### src/rtl/pipe_stage_reg.sv
// -----------------------------------------------------------------------------
// pipe_stage_reg
//
// One-cycle pipeline register between two instruction-pipeline stages. It
// carries a valid bit, a halt flag, a control bundle, a destination register
// id and NCH data channels. Flush inserts a bubble and stall freezes the stage.
//
// A valid HLT instruction captured by a load moves the stage into DRAIN.
// DRAIN lasts DRAIN_CYC cycles and then the stage settles in HALT. Both DRAIN
// and HALT freeze every register, and only rst leaves HALT.
//
// The stage also counts the bubbles it produces (saturating at 16'hFFFF).
//
// Ports
//   clk        in   single clock, rising edge
//   rst        in   synchronous active-high reset
//   stall_in   in   hold all stage contents
//   flush_in   in   insert a bubble (overrides stall_in)
//   valid_in   in   upstream slot holds a real instruction
//   hlt_in     in   upstream instruction is HLT
//   ctrl_in    in   [CTRL_W]      upstream control bundle
//   wreg_in    in   [RID_W]       upstream destination register id
//   data_in    in   [NCH*DATA_W]  channel k in bits [k*DATA_W +: DATA_W]
//   valid_out  out  registered valid
//   hlt_out    out  registered halt flag
//   ctrl_out   out  [CTRL_W]      registered control, zero when valid_out=0
//   wreg_out   out  [RID_W]       registered destination id
//   data_out   out  [NCH*DATA_W]  registered data channels
//   draining   out  stage is in DRAIN
//   halted     out  stage is in HALT
//   bubble_cnt out  [16]          saturating count of bubbles produced
// -----------------------------------------------------------------------------
module pipe_stage_reg #(
  parameter int DATA_W    = 16,
  parameter int NCH       = 3,
  parameter int CTRL_W    = 4,
  parameter int RID_W     = 4,
  parameter int DRAIN_CYC = 2
) (
  input  logic                    clk,
  input  logic                    rst,
  input  logic                    stall_in,
  input  logic                    flush_in,
  input  logic                    valid_in,
  input  logic                    hlt_in,
  input  logic [CTRL_W-1:0]       ctrl_in,
  input  logic [RID_W-1:0]        wreg_in,
  input  logic [NCH*DATA_W-1:0]   data_in,
  output logic                    valid_out,
  output logic                    hlt_out,
  output logic [CTRL_W-1:0]       ctrl_out,
  output logic [RID_W-1:0]        wreg_out,
  output logic [NCH*DATA_W-1:0]   data_out,
  output logic                    draining,
  output logic                    halted,
  output logic [15:0]             bubble_cnt
);

  typedef enum logic [1:0] {
    RUN   = 2'd0,
    DRAIN = 2'd1,
    HALT  = 2'd2
  } state_t;

  // Drain counter preload. The counter reaches zero on the (DRAIN_CYC-1)th
  // DRAIN edge, and the next edge enters HALT. As a result, halted rises
  // exactly DRAIN_CYC cycles after hlt_out.
  localparam logic [3:0] DRAIN_LD = 4'(DRAIN_CYC - 1);

  state_t                  state_p1;
  logic [3:0]              cnt_p1;
  logic                    vld_p1;
  logic                    hlt_p1;
  logic [CTRL_W-1:0]       ctrl_p1;
  logic [RID_W-1:0]        wreg_p1;
  logic [NCH*DATA_W-1:0]   data_p1;
  logic                    draining_p1;
  logic                    halted_p1;
  logic [15:0]             bub_p1;

  function automatic logic [15:0] sat_inc16(input logic [15:0] v);
    return (v == 16'hFFFF) ? v : v + 16'd1;
  endfunction

  // ---- stage p0 -> p1 boundary ----
  always_ff @(posedge clk) begin
    if (rst) begin
      state_p1    <= RUN;
      cnt_p1      <= 4'd0;
      vld_p1      <= 1'b0;
      hlt_p1      <= 1'b0;
      ctrl_p1     <= '0;
      wreg_p1     <= '0;
      data_p1     <= '0;
      draining_p1 <= 1'b0;
      halted_p1   <= 1'b0;
      bub_p1      <= 16'd0;
    end else begin
      case (state_p1)
        RUN: begin
          if (flush_in) begin
            // Bubble: the id and data are left as they were, and only the
            // control side is cleared.
            vld_p1  <= 1'b0;
            hlt_p1  <= 1'b0;
            ctrl_p1 <= '0;
            bub_p1  <= sat_inc16(bub_p1);
          end else if (!stall_in) begin
            vld_p1  <= valid_in;
            hlt_p1  <= valid_in & hlt_in;
            ctrl_p1 <= valid_in ? ctrl_in : '0;
            wreg_p1 <= wreg_in;
            data_p1 <= data_in;
            if (!valid_in) begin
              bub_p1 <= sat_inc16(bub_p1);
            end
            // A HLT in an empty slot is not an instruction and is ignored.
            if (valid_in && hlt_in) begin
              state_p1    <= DRAIN;
              cnt_p1      <= DRAIN_LD;
              draining_p1 <= 1'b1;
            end
          end
        end
        DRAIN: begin
          if (cnt_p1 == 4'd0) begin
            state_p1    <= HALT;
            draining_p1 <= 1'b0;
            halted_p1   <= 1'b1;
          end else begin
            cnt_p1 <= cnt_p1 - 4'd1;
          end
        end
        HALT: begin
          state_p1 <= HALT;
        end
        default: begin
          state_p1    <= RUN;
          cnt_p1      <= 4'd0;
          draining_p1 <= 1'b0;
          halted_p1   <= 1'b0;
        end
      endcase
    end
  end

  assign valid_out  = vld_p1;
  assign hlt_out    = hlt_p1;
  assign ctrl_out   = ctrl_p1;
  assign wreg_out   = wreg_p1;
  assign data_out   = data_p1;
  assign draining   = draining_p1;
  assign halted     = halted_p1;
  assign bubble_cnt = bub_p1;

endmodule

### config.mk
export PLATFORM = sky130hd
export DESIGN_NAME = pipe_stage_reg
export DESIGN_NICKNAME = d
export VERILOG_FILES = /design/src/rtl/pipe_stage_reg.sv
export SDC_FILE = /design/constraint.sdc
export NUM_CORES = 1
export LEC_CHECK = 0
export CAP_MARGIN = 15
export CORE_MARGIN = 2
export CORE_UTILIZATION = 42
export DETAILED_ROUTE_END_ITERATION = 8
export GPL_ROUTABILITY_DRIVEN = 0
export PLACE_DENSITY = 0.82
export SLEW_MARGIN = 20
export SYNTH_ARGS = -nofsm -noshare
export SYNTH_HDL_FRONTEND = slang
export SYNTH_SLANG_ARGS = --single-unit
### constraint.sdc
create_clock -name clk -period 2.3 [get_ports clk]
set_input_delay 0.575 -clock clk [delete_from_list [all_inputs] [get_ports clk]]
set_output_delay 0.575 -clock clk [all_outputs]
set_load 0.02 [all_outputs]
==> results by group <==
Global routing
  • Gr usage total: 20.8%
  • Largest net degree at the start of global routing: 45
  • GR Overflow Total: 0
  • Initial antenna violation count: 0
  • First-pass GRT wire length: 14200 um
  • Vias in the first global route: 2975

Hold path
  • Worst Hold Class: reg -> reg
  • Worst hold stages: 2

Clock tree
  • Setup bufs post-CTS: 0
  • Clk Latency, worst-skew pair: 0.34 ns
  • Clock transition at path regs: 0.07 ns
  • Post_cts resized: 0
  • CTS Hold Buffers Added: 0
  • H-tree Lvls: 3
  • CTS Buffer Depth: 2
  • Clk sink count: between 80 and 90
  • CTS Root Cell: clkbuf_8
  • CTS tree: done
  • Total CTS buffers: 9

Detailed routing
  • Drc violations: 0
  • WL/cell: between 10 and 15 um
  • Antenna viol nets, final: 0
  • DR iter-0 viols: 97
  • Total Wirelength: slightly below 9000 um
  • First-pass iteration count of the detailed router: 4
  • Vias per cell: approximately 5
  • Vias: 3231

Setup path
  • Crit-path slowest cell: clkdlybuf4s50_1
  • Worst R2R Path Depth: 7
  • Endpoint class of the critical path: register
  • CP required: 2.57 ns
  • CP Class: in -> reg
  • Crit path cell chain: clkdlybuf4s50_1 > nand2b_1 > nand4_2 > or4_1 > or3_1 > a21oi_1
  • Worst path max stage delay: 0.51 ns
  • Critical path peak fanout: 4
  • Data arrival, critical path: 2.30 ns
  • Startpoint types: primary input

Synth
  • Yosys warning total: 0
  • Synth Register Bits: 82
  • Mean Syn Cell Area: roughly 8.1 sq um
  • Post-Synth XOR/XNOR Area: 3.54%
  • Synth Area in Simple Gates: 24.2%
  • Largest family of logic cells by synthesized area: simple AND/OR/NAND/NOR gates
  • Syn Std Cell Area: 3220 sq um
  • Adder-cell share of the synthesized area: 2.72%
  • Syn nets: 467
  • Mux cell area share after synthesis: 0.622%
  • Compound-Gate Fraction of Synth Area: 13.9%
  • Synth unique cells: 33
  • Post-Synthesis Cells: 398
  • Seq/Total Area, Yosys: a little over 50%

Cells and area
  • Post-Route Utilization: 67.3%
  • Synth-to-layout area growth: 53.2%
  • Layout cells sized above 1: under 10%
  • ANT cells: 0
  • Finished Layout Cells: roughly 640
  • Net count, final: 609

Place
  • Number of port buffers: between 100 and 150
  • Dpl hpwl: 6300 um
  • Inst Count DP: approximately 630

STA
  • Setup Skew: 0.0112 ns
  • RSZ-0062 raised after global routing: false
  • Worst-Margin Slew: 0.613 ns
  • Max-slew violation total from the final report: 0
  • Fmax: 494 MHz
  • Relative slew margins: between 50 and 60%
  • Crit share post-route: 88.1%
  • Fin crit period: about 2.0 ns
  • Hold Violations, Final: 0
  • Final setup viols: 0

Floorplan
  • Die width: 91.6 um
  • DIE HEIGHT: 91.6 um
  • # rows: 31
  • Initial Util: 43.9%
  • Core area: 7330 sq um
  • I/O pin cnt: 138
  • DIE AREA: 8380 sq um

Pwr
  • Pwr per Cell Area: 783 nW/um^2
  • Leakage: 1.77 nW
  • Worst vdd ir: 532 uV

Run
  • Max Cap Violations: 0

Run status
  • Outcome: completed
[sequential cells by signal (all words and copies together), names as in the netlist, 2 cells and up]
signal	count
bubble_cnt	16
state_p1	2
cnt_p1	4
ctrl_out	4
wreg_out	4
data_out	48
[cell families after synthesis]
logic type,count (synthesis)
DFF,82
and+or+nand+nor,180
muxes,2
buffers and inverters,33
adders and majority gates,7
xor gates and xnor gates,13
AOI/OAI and AO/OA,81
[Yosys cell counts]
| cell | n | share of area, % |
|---|---|---|
| nand2_1 | 113 | 13 |
| dfxtp_1 | 82 | 51 |
| a21oi_1 | 62 | 9.6 |
| nor2_1 | 27 | 3.1 |
| clkbuf_1 | 20 | 2.3 |
| xnor2_1 | 13 | 3.5 |
| inv_1 | 9 | 1.0 |
| nor4_1 | 9 | 1.7 |
| ha_1 | 7 | 2.7 |
| nor3_1 | 6 | 0.93 |
| a32oi_1 | 5 | 1.4 |
| nand3_1 | 5 | 0.78 |
| buf_2 | 4 | 0.62 |
| nand4_1 | 4 | 0.78 |
| a31oi_1 | 3 | 0.58 |
| and3_1 | 3 | 0.58 |
| o21ai_0 | 3 | 0.47 |
| o32ai_1 | 3 | 0.82 |
| a211oi_1 | 2 | 0.47 |
| and4_1 | 2 | 0.54 |
| mux2i_1 | 2 | 0.62 |
| nand2b_1 | 2 | 0.39 |
| or3_1 | 2 | 0.39 |
| a21o_1 | 1 | 0.23 |
| a22oi_1 | 1 | 0.23 |
| and2_1 | 1 | 0.19 |
| and2b_1 | 1 | 0.23 |
| nand4_2 | 1 | 0.39 |
| nor3b_1 | 1 | 0.23 |
| nor4b_1 | 1 | 0.27 |
| o21ai_1 | 1 | 0.16 |
| or2_2 | 1 | 0.19 |
| or4_1 | 1 | 0.23 |
[critical path, delay by kind of cell]
kind	cells	cell delay, ns
AND/OR/NAND/NOR	4	1.06
buffers and inverters	1	0.51
AO/OA/AOI/OAI	1	0.13
[per-stage QoR]
stage          area (sq um)  setup WS (ns)  setup TNS, ns  power, mW  hold WS, ns
2_1_floorplan          3220          0.335              0       2.44        0.483
3_3_place_gp           4780        -0.0522        -0.0522       2.99        0.441
3_5_place_dp           4780        -0.0655         -0.231       3.04        0.446
4_1_cts                4930          0.278              0       3.90        0.457
5_1_grt                4930          0.128              0       4.10        0.471
6_report               4930          0.275              0       3.86        0.453
[layer usage]
layer	GRT usage, %	up-vias	wire, um	share of wire, %
met5	0	-	0	0
met4	7.32	0	128	1.5
met3	4.98	10	644	7.4
met2	34.6	128	4050	46
met1	26.1	1479	3900	45
li1	-	1614	-	-
[power by group]
| group | total (mW) | switching [mW] | internal (mW) |
|---|---|---|---|
| Clock | 0.862 | 0.482 | 0.380 |
| Sequential | 1.67 | 0.0931 | 1.58 |
| Combinational | 1.33 | 0.729 | 0.604 |
[area by class of cell]
cell class,count,area (sq um)
clock buffers,11,131
fillers,585,2400
multi-input cells,283,1460
clock inverters,4,20.0
repair buffers,155,1530
well taps,99,124
flip-flops and latches,82,1640
inverters,9,33.8
[cells in the final DEF, fill, tap and decap left out, types with 2 or more instances in the layout]
cell and instances:
clkdlybuf4s50_1 136, nand2_1 113, dfxtp_1 82, a21oi_1 62
nor2_1 27, buf_4 16, xnor2_1 13, inv_1 9
nor4_1 9, clkbuf_8 9, ha_1 7, nand3_1 5
a32oi_1 5, nor3_1 5, nand4_1 4, clkinv_2 4
a31oi_1 3, o32ai_1 3, and3_1 3, o21ai_0 3
nand2b_1 2, a211oi_1 2, mux2i_1 2, and4_1 2
clkbuf_1 2, buf_12 2
[final timing paths]
kind,from,endpoint,slack (ns)
max,flush_in,bubble_cnt[15]$_SDFFE_PP0P_,0.27
min,data_out[13]$_SDFFE_PP0P_,data_out[13]$_SDFFE_PP0P_,0.45
max reg2reg,bubble_cnt[0]$_SDFFE_PP0P_,bubble_cnt[13]$_SDFFE_PP0P_,0.34
min reg2reg,data_out[13]$_SDFFE_PP0P_,data_out[13]$_SDFFE_PP0P_,0.45
Note: power is estimated with default switching activity, not from simulation.
